==> src/rtl/rgb2hsv_pipe.sv <==
// Fully pipelined RGB to HSV converter: S0 unpack/max/min, S1 operand setup,
// CW restoring-divider stages, OUT hue fix-up. One pixel per clock, global stall.
module rgb2hsv_pipe #(
   parameter int CW      = 8,
   parameter int IN_MODE = 0
) (
   input  logic            clk,
   input  logic            rst_n,
   input  logic [3*CW-1:0] in_rgb,
   input  logic            in_valid,
   output logic            in_ready,
   output logic [CW-1:0]   out_h,
   output logic [CW-1:0]   out_s,
   output logic [CW-1:0]   out_v,
   output logic [15:0]     out_hsv565,
   output logic            out_valid,
   input  logic            out_ready
);
   localparam int DW = 2*CW + 6;
   localparam int NS = CW + 1;
   localparam logic [DW-1:0] S_SCALE = DW'((1 << CW) - 1);
   localparam logic [DW-1:0] H_SCALE = DW'(60);

   logic advance;
   assign advance  = out_ready | ~out_valid;
   assign in_ready = advance;

   logic [CW-1:0] r_in, g_in, b_in, max_in, min_in;

   generate
      if (IN_MODE == 1) begin : g_unpack565
         assign r_in = CW'({in_rgb[15:11], in_rgb[15:13]});
         assign g_in = CW'({in_rgb[10:5], in_rgb[10:9]});
         assign b_in = CW'({in_rgb[4:0], in_rgb[4:2]});
      end else begin : g_unpack_rgb
         assign r_in = in_rgb[3*CW-1:2*CW];
         assign g_in = in_rgb[2*CW-1:CW];
         assign b_in = in_rgb[CW-1:0];
      end
   endgenerate

   always_comb begin
      max_in = r_in;
      if (g_in > max_in) max_in = g_in;
      if (b_in > max_in) max_in = b_in;
      min_in = r_in;
      if (g_in < min_in) min_in = g_in;
      if (b_in < min_in) min_in = b_in;
   end

   logic          s0_valid;
   logic [CW-1:0] s0_r, s0_g, s0_b, s0_max, s0_min;

   logic [CW-1:0] delta, d_abs;
   logic [8:0]    base_c;
   logic          sign_c, zero_c;

   // Sector priority R, G, B; sign set means the offset is subtracted from base.
   always_comb begin
      delta  = s0_max - s0_min;
      zero_c = (delta == '0);
      base_c = 9'd0;
      sign_c = 1'b0;
      d_abs  = '0;
      if (s0_r == s0_max) begin
         if (s0_g >= s0_b) begin
            d_abs = s0_g - s0_b;
         end else begin
            base_c = 9'd360;
            sign_c = 1'b1;
            d_abs  = s0_b - s0_g;
         end
      end else if (s0_g == s0_max) begin
         base_c = 9'd120;
         if (s0_b >= s0_r) begin
            d_abs = s0_b - s0_r;
         end else begin
            sign_c = 1'b1;
            d_abs  = s0_r - s0_b;
         end
      end else begin
         base_c = 9'd240;
         if (s0_r >= s0_g) begin
            d_abs = s0_r - s0_g;
         end else begin
            sign_c = 1'b1;
            d_abs  = s0_g - s0_r;
         end
      end
      if (zero_c) begin
         base_c = 9'd0;
         sign_c = 1'b0;
      end
   end

   // Index 0 is the S1 register, index k the D_k register.
   logic [DW-1:0] st_hrem [NS];
   logic [DW-1:0] st_srem [NS];
   logic [CW-1:0] st_hden [NS];
   logic [CW-1:0] st_sden [NS];
   logic [CW-1:0] st_hq   [NS];
   logic [CW-1:0] st_sq   [NS];
   logic [CW-1:0] st_v    [NS];
   logic [8:0]    st_base [NS];
   logic          st_sign [NS];
   logic          st_zero [NS];
   logic          st_valid[NS];

   logic [DW-1:0] nx_hrem [NS];
   logic [DW-1:0] nx_srem [NS];
   logic [CW-1:0] nx_hden [NS];
   logic [CW-1:0] nx_sden [NS];
   logic [CW-1:0] nx_hq   [NS];
   logic [CW-1:0] nx_sq   [NS];
   logic [CW-1:0] nx_v    [NS];
   logic [8:0]    nx_base [NS];
   logic          nx_sign [NS];
   logic          nx_zero [NS];
   logic          nx_valid[NS];

   always_comb begin
      nx_hrem[0]  = zero_c ? '0 : DW'(d_abs) * H_SCALE;
      nx_srem[0]  = zero_c ? '0 : DW'(delta) * S_SCALE;
      nx_hden[0]  = zero_c ? CW'(1) : delta;
      nx_sden[0]  = zero_c ? CW'(1) : s0_max;
      nx_hq[0]    = '0;
      nx_sq[0]    = '0;
      nx_v[0]     = s0_max;
      nx_base[0]  = base_c;
      nx_sign[0]  = sign_c;
      nx_zero[0]  = zero_c;
      nx_valid[0] = s0_valid;
      // Stage k resolves quotient bit CW-k by trial subtraction of the shifted divisor.
      for (int k = 1; k < NS; k++) begin
         nx_hden[k]  = st_hden[k-1];
         nx_sden[k]  = st_sden[k-1];
         nx_v[k]     = st_v[k-1];
         nx_base[k]  = st_base[k-1];
         nx_sign[k]  = st_sign[k-1];
         nx_zero[k]  = st_zero[k-1];
         nx_valid[k] = st_valid[k-1];
         if (st_hrem[k-1] >= (DW'(st_hden[k-1]) << (CW - k))) begin
            nx_hrem[k] = st_hrem[k-1] - (DW'(st_hden[k-1]) << (CW - k));
            nx_hq[k]   = {st_hq[k-1][CW-2:0], 1'b1};
         end else begin
            nx_hrem[k] = st_hrem[k-1];
            nx_hq[k]   = {st_hq[k-1][CW-2:0], 1'b0};
         end
         if (st_srem[k-1] >= (DW'(st_sden[k-1]) << (CW - k))) begin
            nx_srem[k] = st_srem[k-1] - (DW'(st_sden[k-1]) << (CW - k));
            nx_sq[k]   = {st_sq[k-1][CW-2:0], 1'b1};
         end else begin
            nx_srem[k] = st_srem[k-1];
            nx_sq[k]   = {st_sq[k-1][CW-2:0], 1'b0};
         end
      end
   end

   logic [9:0]    hdeg;
   logic [CW-1:0] h_fin, s_fin;

   always_comb begin
      if (st_sign[NS-1]) hdeg = {1'b0, st_base[NS-1]} - 10'(st_hq[NS-1]);
      else               hdeg = {1'b0, st_base[NS-1]} + 10'(st_hq[NS-1]);
      if (hdeg == 10'd360 || st_zero[NS-1]) hdeg = 10'd0;
      h_fin = CW'(hdeg >> 1);
      s_fin = st_zero[NS-1] ? '0 : st_sq[NS-1];
   end

   always_ff @(posedge clk or negedge rst_n) begin
      if (!rst_n) begin
         s0_valid <= 1'b0;
         s0_r     <= '0;
         s0_g     <= '0;
         s0_b     <= '0;
         s0_max   <= '0;
         s0_min   <= '0;
         for (int k = 0; k < NS; k++) begin
            st_hrem[k]  <= '0;
            st_srem[k]  <= '0;
            st_hden[k]  <= '0;
            st_sden[k]  <= '0;
            st_hq[k]    <= '0;
            st_sq[k]    <= '0;
            st_v[k]     <= '0;
            st_base[k]  <= '0;
            st_sign[k]  <= 1'b0;
            st_zero[k]  <= 1'b0;
            st_valid[k] <= 1'b0;
         end
         out_h      <= '0;
         out_s      <= '0;
         out_v      <= '0;
         out_hsv565 <= '0;
         out_valid  <= 1'b0;
      end else if (advance) begin
         s0_valid <= in_valid;
         s0_r     <= r_in;
         s0_g     <= g_in;
         s0_b     <= b_in;
         s0_max   <= max_in;
         s0_min   <= min_in;
         for (int k = 0; k < NS; k++) begin
            st_hrem[k]  <= nx_hrem[k];
            st_srem[k]  <= nx_srem[k];
            st_hden[k]  <= nx_hden[k];
            st_sden[k]  <= nx_sden[k];
            st_hq[k]    <= nx_hq[k];
            st_sq[k]    <= nx_sq[k];
            st_v[k]     <= nx_v[k];
            st_base[k]  <= nx_base[k];
            st_sign[k]  <= nx_sign[k];
            st_zero[k]  <= nx_zero[k];
            st_valid[k] <= nx_valid[k];
         end
         out_h      <= h_fin;
         out_s      <= s_fin;
         out_v      <= st_v[NS-1];
         out_hsv565 <= {h_fin[7:3], s_fin[7:2], st_v[NS-1][7:3]};
         out_valid  <= st_valid[NS-1];
      end
   end
endmodule

==> config.mk <==
export PLATFORM = sky130hd
export DESIGN_NAME = rgb2hsv_pipe
export DESIGN_NICKNAME = d
export VERILOG_FILES = /design/src/rtl/rgb2hsv_pipe.sv
export SDC_FILE = /design/constraint.sdc
export NUM_CORES = 2
export LEC_CHECK = 0
export BUFFER_PORTS_ARGS = -buffer_cell sky130_fd_sc_hd__buf_4
export CORE_MARGIN = 2
export CORE_UTILIZATION = 55
export CTS_CLUSTER_DIAMETER = 100
export DETAILED_ROUTE_END_ITERATION = 8
export PLACE_DENSITY_LB_ADDON = 0.15
export SLEW_MARGIN = 20
export SYNTH_ARGS = -nofsm -noshare
export SYNTH_HDL_FRONTEND = slang
export SYNTH_SLANG_ARGS = --single-unit
==> constraint.sdc <==
create_clock -name clk -period 17.8 [get_ports clk]
set_input_delay 3.56 -clock clk [delete_from_list [all_inputs] [get_ports clk]]
set_output_delay 3.56 -clock clk [all_outputs]
set_load 0.005 [all_outputs]
==> results.md <==
* Setup TNS at 0 ns
* Root Buffer: clkbuf_16
* Top post-synthesis cells by area: dfrtp_1 (44%), nand2_1 (11%), ha_1 (8.0%)
* Post-synth top flop: dfrtp_1
* Max incr delay on CP at 0.43 ns
* Congestion Overflow GR at 0
* Syn avg cell area at 8.69 um2
* Post-synthesis sequential area ratio at 43.9%
* Core Area at 75,600 um2
* FP Rows at 101
* Final core utilization at 60.6%
* Post-Route WL at approximately 90,000 um
* Antenna violations before repair at 0
* Status: finished, final reports clean
* Initial Utilization at between 50% and 60%
* WL/cell at about 15 um
* Via count at 31,506
* Cell count after synthesis at 4,807
* Slew Limit Fails at 0
* Post-CTS Resized at 0
* Worst slack, placed at approximately 9.4 ns
* Fin crit share at between 40% and 50%
* Largest net degree at the start of global routing at 247
* Final setup fails at 0
* Post-synth EDFFs at 0
* Clk_skew at 0.0286 ns
* Total CTS buffers at 81
* Final net count at 5,128
* Post-synth top area share at 43.9%
* Crit-path most repeated cell: buf_4
* Most area-hungry cell type in the Yosys netlist: dfrtp_1
* FILL cells at 6,743
* Cell variety after synth at 77
* H-tree depth at 3
* Ys async rst share at 100%
* PnR worst setup slack at between 9 and 10 ns
* # DRC at 0
* Hold/Removal Path Class: register to register
* CP max stage cell: buf_4
* Worst EP required at 14.24 ns
* Most common cell after layout, fill and taps aside: nand2_1
* Fin. Hold Viols at 0
* Placer congestion estimate at 0.877
* First-pass GRT wire length at 153,000 um
* Most frequent cells in the layout: nand2_1 (1,179), dfrtp_1 (732), o21ai_0 (387)
* Arrival time worst endpoint at 4.78 ns
* Synth Net Count at 5,160
* Critical Path Source Type: input pin
* Number of DRC markers in iteration 0 at 1,728
* Input/output buffers at ~70
* DIE AREA at a little under 80,000 um2
* Setup CP Type: input pin to primary output
* Synth warn at 0
* Layout cells sized above 1 at 5.97%
* Hpwl dp at 64,000 um
* Reg clk slew, reported paths at 0.06 ns
* Clock latency at the later pin of the worst-skew pair at 0.64 ns
* RSZ-0062 raised after global routing: no
* Post-CTS setup buffer count at 0
* Fmax at 120 MHz
* Min cycle time layout at 8.34 ns
* Post-route ant nets at 0
* Die H at 280 um
* CTS tree: yes
* Vias per cell at ~5.4
* Longest Clk Path Bufs at 3
* Max-cap violations at 0
* Area growth syn-to-layout at 9.70%
* Post-CTS Hold Buffers at 0
* Crit-path cells: buf_4 > nor2b_4 > buf_4 > inv_8 > buf_4
* Via count of the first global-routing pass at 30,300
* Initial DRT Pass Iterations at 5
* Crit end category: primary output
* Die width at 280 um
* Worst slew pin tran at between 1 and 1.5 ns
* ANT cells at 0
* GRT Util Overall at 23.4%
* Mapped Area at 41,800 um2
* Seq cells post-synth at 732
* Clk sink count at 732
* Relative slew slack at 23.5%
* Num ports at 70
* Max FO, Critical Path at 113
[kinds of logic after synthesis]
logic type	share of synthesized area, %
flops	43.9
buf+inv	5.42
compound gates	13.6
fa+ha+maj	10.8
simple gates	20.2
mux	2.18
xor+xnor	3.92
[cells in the mapped netlist (all sizes together) (41+ instances only)]
cell type / count
xnor2: 112
mux2i: 65
a21oi: 194
xor2: 75
ha: 266
nor2: 317
a21boi: 46
nor3: 75
clkbuf: 177
dfrtp: 732
a31oi: 42
a21o: 47
nand2: 1179
o21ai: 396
nor2b: 60
fa: 59
nand3: 63
buf: 42
inv: 365
nor4: 41
[registers in the layout, summed over array words and instances (netlist names), 2 cells and up]
signal	flops
nx_base	40
nx_hden	64
nx_sden	64
nx_sign	8
nx_v	64
nx_valid	8
nx_zero	8
out_h	8
out_hsv565	2
out_s	7
out_v	7
s0_b	8
s0_g	8
s0_max	8
s0_min	8
s0_r	8
st_base	5
st_hq	36
st_hrem	152
st_sq	36
st_srem	170
st_v	8
[final cells by class]
type                       count  area [um2]  area share (%)
clock buffer                 117        2410            5.26
clock inverter                30         458           0.999
inverter                     365        1380            3.01
multi-input combinational   3491       21200            46.3
sequential                   732       18300            40.0
tap                          978        1220            2.67
timing repair buffer         104         826            1.80
[critical path, delay by kind of cell]
| family | cells | cell delay, ns |
|---|---|---|
| buf+inv | 4 | 1.10 |
| simple gates | 1 | 0.08 |
[layer usage]
layer	GRT usage, %	wire length (um)
met1	32.4	42800
met2	38.5	41700
met3	2.80	2410
met4	7.86	2900
met5	0	0
[metrics by stage]
stage | hold slack [ns] | cells | cell area [um2]
5_1_grt | 0.474 | 5817 | 45800
2_1_floorplan | 0.430 | 4807 | 41800
3_3_place_gp | 0.445 | 5670 | 42900
6_report | 0.451 | 5817 | 45800
4_1_cts | 0.451 | 5817 | 45800
3_5_place_dp | 0.453 | 5670 | 42900
[path summary, 6_finish.rpt]
kind / slack (ns) / cells after the start / start / to
setup / recovery: 9.46 / 5 / out_ready / in_ready
min in group asynchronous: 2.95 / 1 / rst_n / nx_sden[2]
max in group asynchronous: 11.72 / 4 / rst_n / s0_max[6]
hold reg to reg: 0.45 / 2 / nx_v[30] / nx_v[22]
hold / removal: 0.45 / 2 / nx_v[30] / nx_v[22]
setup reg to reg: 11.27 / 24 / s0_max[0] / st_srem[191]
Power is left out: the tool's default activity adds up to more than one toggle a clock period on the data nets, which glitch-free logic cannot reach.
